[config.mk]
export PLATFORM = sky130hd
export DESIGN_NAME = ram_port_arbiter
export DESIGN_NICKNAME = d
export VERILOG_FILES = /design/src/rtl/ram_port_arbiter.sv
export SDC_FILE = /design/constraint.sdc
export NUM_CORES = 1
export LEC_CHECK = 0
export ABC_AREA = 1
export BUFFER_PORTS_ARGS = -buffer_cell sky130_fd_sc_hd__buf_2
export CAP_MARGIN = 40
export CORE_MARGIN = 2
export CORE_UTILIZATION = 45
export CTS_CLUSTER_DIAMETER = 120
export DETAILED_ROUTE_END_ITERATION = 12
export PLACE_DENSITY = 0.81
export RECOVER_POWER = 50
export SYNTH_ARGS = -nofsm -noshare
export SYNTH_HDL_FRONTEND = slang
export SYNTH_SLANG_ARGS = --single-unit
[constraint.sdc]
create_clock -name clk -period 2.35 [get_ports clk]
set_input_delay 0.1175 -clock clk [delete_from_list [all_inputs] [get_ports clk]]
set_output_delay 0.1175 -clock clk [all_outputs]
set_load 0.02 [all_outputs]
[src/rtl/ram_port_arbiter.sv]
// Three-requester round-robin arbiter in front of a single synchronous RAM port.
// Grants are registered; read data returns two cycles after the grant.
module ram_port_arbiter #(
  parameter int DATA_WIDTH = 8,
  parameter int ADDR_WIDTH = 16
) (
  input  logic                    clk,
  input  logic                    rst,
  input  logic                    arb_en,
  input  logic [2:0]              req,
  input  logic [2:0]              we,
  input  logic [3*ADDR_WIDTH-1:0] addr,
  input  logic [3*DATA_WIDTH-1:0] wdata,
  output logic [2:0]              ack,
  output logic [2:0]              rvalid,
  output logic [DATA_WIDTH-1:0]   rdata,
  output logic                    ram_we,
  output logic [ADDR_WIDTH-1:0]   ram_addr,
  output logic [DATA_WIDTH-1:0]   ram_din,
  input  logic [DATA_WIDTH-1:0]   ram_dout,
  output logic                    busy
);

  logic [1:0] ptr;
  logic [2:0] eligible;
  logic [2:0] rd_pend;
  logic [1:0] ord0, ord1, ord2;
  logic       grant_valid;
  logic [1:0] grant_id;

  // A requester whose ack is currently showing is masked so it cannot win twice in a row.
  assign eligible = req & ~ack & {3{arb_en}};

  always_comb begin
    ord0 = 2'd0;
    ord1 = 2'd1;
    ord2 = 2'd2;
    case (ptr)
      2'd1: begin ord0 = 2'd1; ord1 = 2'd2; ord2 = 2'd0; end
      2'd2: begin ord0 = 2'd2; ord1 = 2'd0; ord2 = 2'd1; end
      default: ;
    endcase
  end

  always_comb begin
    grant_valid = 1'b0;
    grant_id    = 2'd0;
    if (eligible[ord0]) begin
      grant_valid = 1'b1;
      grant_id    = ord0;
    end else if (eligible[ord1]) begin
      grant_valid = 1'b1;
      grant_id    = ord1;
    end else if (eligible[ord2]) begin
      grant_valid = 1'b1;
      grant_id    = ord2;
    end
  end

  // rd_pend tracks a read whose address is on the RAM port this cycle; its data lands next cycle.
  always_ff @(posedge clk or posedge rst) begin
    if (rst) begin
      ptr      <= 2'd0;
      ack      <= 3'b000;
      rd_pend  <= 3'b000;
      rvalid   <= 3'b000;
      ram_we   <= 1'b0;
      ram_addr <= '0;
      ram_din  <= '0;
    end else begin
      ack     <= 3'b000;
      rd_pend <= 3'b000;
      ram_we  <= 1'b0;
      rvalid  <= rd_pend;
      if (grant_valid) begin
        ack      <= 3'b001 << grant_id;
        ram_we   <= we[grant_id];
        ram_addr <= addr[grant_id*ADDR_WIDTH +: ADDR_WIDTH];
        ram_din  <= wdata[grant_id*DATA_WIDTH +: DATA_WIDTH];
        ptr      <= (grant_id == 2'd2) ? 2'd0 : grant_id + 2'd1;
        if (!we[grant_id]) begin
          rd_pend <= 3'b001 << grant_id;
        end
      end
    end
  end

  assign rdata = (|rvalid) ? ram_dout : '0;
  assign busy  = (|ack) | (|rd_pend);

endmodule

==> metrics.txt <==
status=complete, no violations; skew final=0.005559 ns; flops & latches, synth=36; Max VDD drop=0.0008176 V; n_diodes=0; setup ws final=0.1625 ns; slowest library cell on the worst path=dfrtp_1; CP delay by family, top=simple AND/OR/NAND/NOR gates; FF+latch area=900.9 um^2; H-tree Lvls=2; max-slew violations=0; Area Overhead vs Synth=30.42%; final period utilization=93.08%; Final Setup Violations=0; Die X-Extent=76.44 um; Total GRT Usage=20.29%; initial core utilization=46.52%; root buffer cell=clkbuf_8; Net count, final=534; most common cell after layout, fill and taps aside=nand2_1; Worst-path clk slew=0.07 ns; Adder-Cell Fraction of Synth Area=1.060%; Finished Cell Area=3079 um^2; share of cells above drive strength 1=31.38%; row cnt=26; Post-DRT Antenna Nets=0; CORE AREA=5075 um^2; Buffers on Ports=128; compound-cell area share of the yosys netlist=1.537%; cts bufs inserted=5; WP buf/inv=3; I/O Pins=129; CTS tree=done; first-pass GRT wire length=9.749 mm; post-synthesis xor/xnor area fraction=0%; worst relative slew slack=49.83%; Gate Count Post-Synth=314; critical path type=reg -> reg; Mapped Nets=405; drt first pass iters=4; clock buffer depth=2; worst path arrival time=2.35 ns; Vias/cell=4.756; most frequent cells in the layout=nand2_1 (101), buf_2 (97), inv_1 (43); simple-gate share of the synthesized area=46.69%; DRC viols=0; CP Capture Type=register; Die Height=76.44 um; mux cell area share after synthesis=0%; Fmax=457.1 MHz; final WL=6.159 mm; pre-CTS WS=0.1043 ns; Distinct cells, synth=30; CP Launch Type=register; worst path cell trace=inv_1 > ha_1 > inv_1 > nand2_1 > nand3_2 > nand3_2 > nor2_2 > nand2_4 > buf_4 > nand3_2 > nand3b_1; initial antenna violation count=0; largest net degree at the start of global routing=29; Wirelength per Cell=12.01 um; PwrDens=1791 nW/um^2; RSZ-0062 raised after global routing=no; total clock sinks=36; largest family of logic cells by synthesized area=simple AND/OR/NAND/NOR gates; GR Overflow Total=0; max cap viols=0; WP data required=2.51 ns; die area=5842 um^2; CP most frequent cell=nand3_2; Ys Warns=0; area of the multi-input gates=1177 um^2; initial drt markers=129; post-synth design cell area=2361 um^2; worst stage delay on the critical path=0.35 ns; setup TNS=0 ns; Hold Fails Final Rpt=0; Fill cells=485; Final Critical Period=2.187 ns; Clock Latency Late Sink=0.28 ns; CP Max Fanout=14; worst hold path type=in -> reg; hpwl dp=4.682 mm; RD Place Congestion=0.8422; Avg Cell Area, Syn=7.519 um^2; Post-DP Area=3018 um^2; leak pwr=1.718 nW; via count=2440; Seq/Total Area, Yosys=38.16%; worst-margin pin slew=0.7468 ns; vias in the first global route=2323
==> worst min-delay path, cell delays in order <==
cell	delay [ns]
buf_2	0.08
nand2_1	0.04
nand3b_1	0.07
==> repair_timing <==
action                     in CTS  in global routing
hold buffers                    1                  0
setup buffers                   0                  0
hold endpoints to repair       17                  0
setup endpoints to repair       0                 15
resized for setup               0                  3
==> flip-flops by register name, indices dropped and copies added (netlist names) <==
signal / count
ram_addr: 16
ram_din: 8
ack: 3
rd_pend: 3
rvalid: 3
ptr: 2
ram_we: 1
==> final timing paths <==
kind | startpoint | end | slack (ns) | depth (start not counted)
worst min-delay path | wdata[15] | ram_din[7] | 0.06 | 3
worst max-delay path | ptr[0] | ram_addr[11] | 0.16 | 11
worst max register to register | ptr[0] | ram_addr[11] | 0.16 | 11
worst min register to register | rd_pend[1] | rvalid[1] | 0.39 | 0
min in group asynchronous | rst | ram_addr[7] | 0.48 | 3
max in group asynchronous | rst | ram_addr[1] | 1.11 | 4
==> kinds of logic after synthesis <==
group | after synthesis
buffers and inverters | 60
flip-flops | 36
adder cells (fa/ha/maj) | 2
AND/OR/NAND/NOR | 211
AO/OA/AOI/OAI | 5
==> cell usage after synthesis (all sizes together) <==
cell	n	area [um^2]
nand2	108	441.7
inv	46	180.2
nand3	45	307.8
dfrtp	36	900.9
nor2	18	86.34
nand4	14	87.58
nand3b	12	90.09
buf	11	105.1
or2	11	68.81
clkbuf	3	11.26
nor3	3	20.02
o21ai	3	15.01
a21oi	2	21.27
ha	2	25.02
==> area by class of cell <==
cell class | instances | share of cell area [%]
clock buffers | 6 | 2.357
clock inverters | 1 | 0.1625
inverters | 46 | 5.933
multi-input cells | 219 | 38.24
flip-flops and latches | 36 | 29.26
well taps | 70 | 2.844
repair buffers | 135 | 21.21
==> metal layers <==
layer / vias up / track usage, % / wire [um]
li1: 1244 / - / -
met3: 10 / 3.673 / 446
met4: 0 / 8.545 / 127
met1: 1064 / 21.83 / 2432
met5: - / 0 / 0
met2: 122 / 38.58 / 3152
==> report_power, final <==
part,leakage [nW],switching [mW],internal [mW]
combinational,1.24,2.67,1.30
clock,0.0410,0.212,0.202
sequential,0.434,0.162,0.972
total,1.72,3.04,2.47
==> stage by stage <==
stage	total power [mW]	util (%)	std cells	hold slack, ns
detailed placement	5.104	59.47	504	0.2541
CTS	5.513	61.19	512	0.05070
floorplan	4.364	-	314	0.2519
finish	5.515	60.68	513	0.05724
global placement	4.947	59.47	504	0.2600
global route	6.042	60.68	513	0.06432
(Power assumes the default switching activity.)
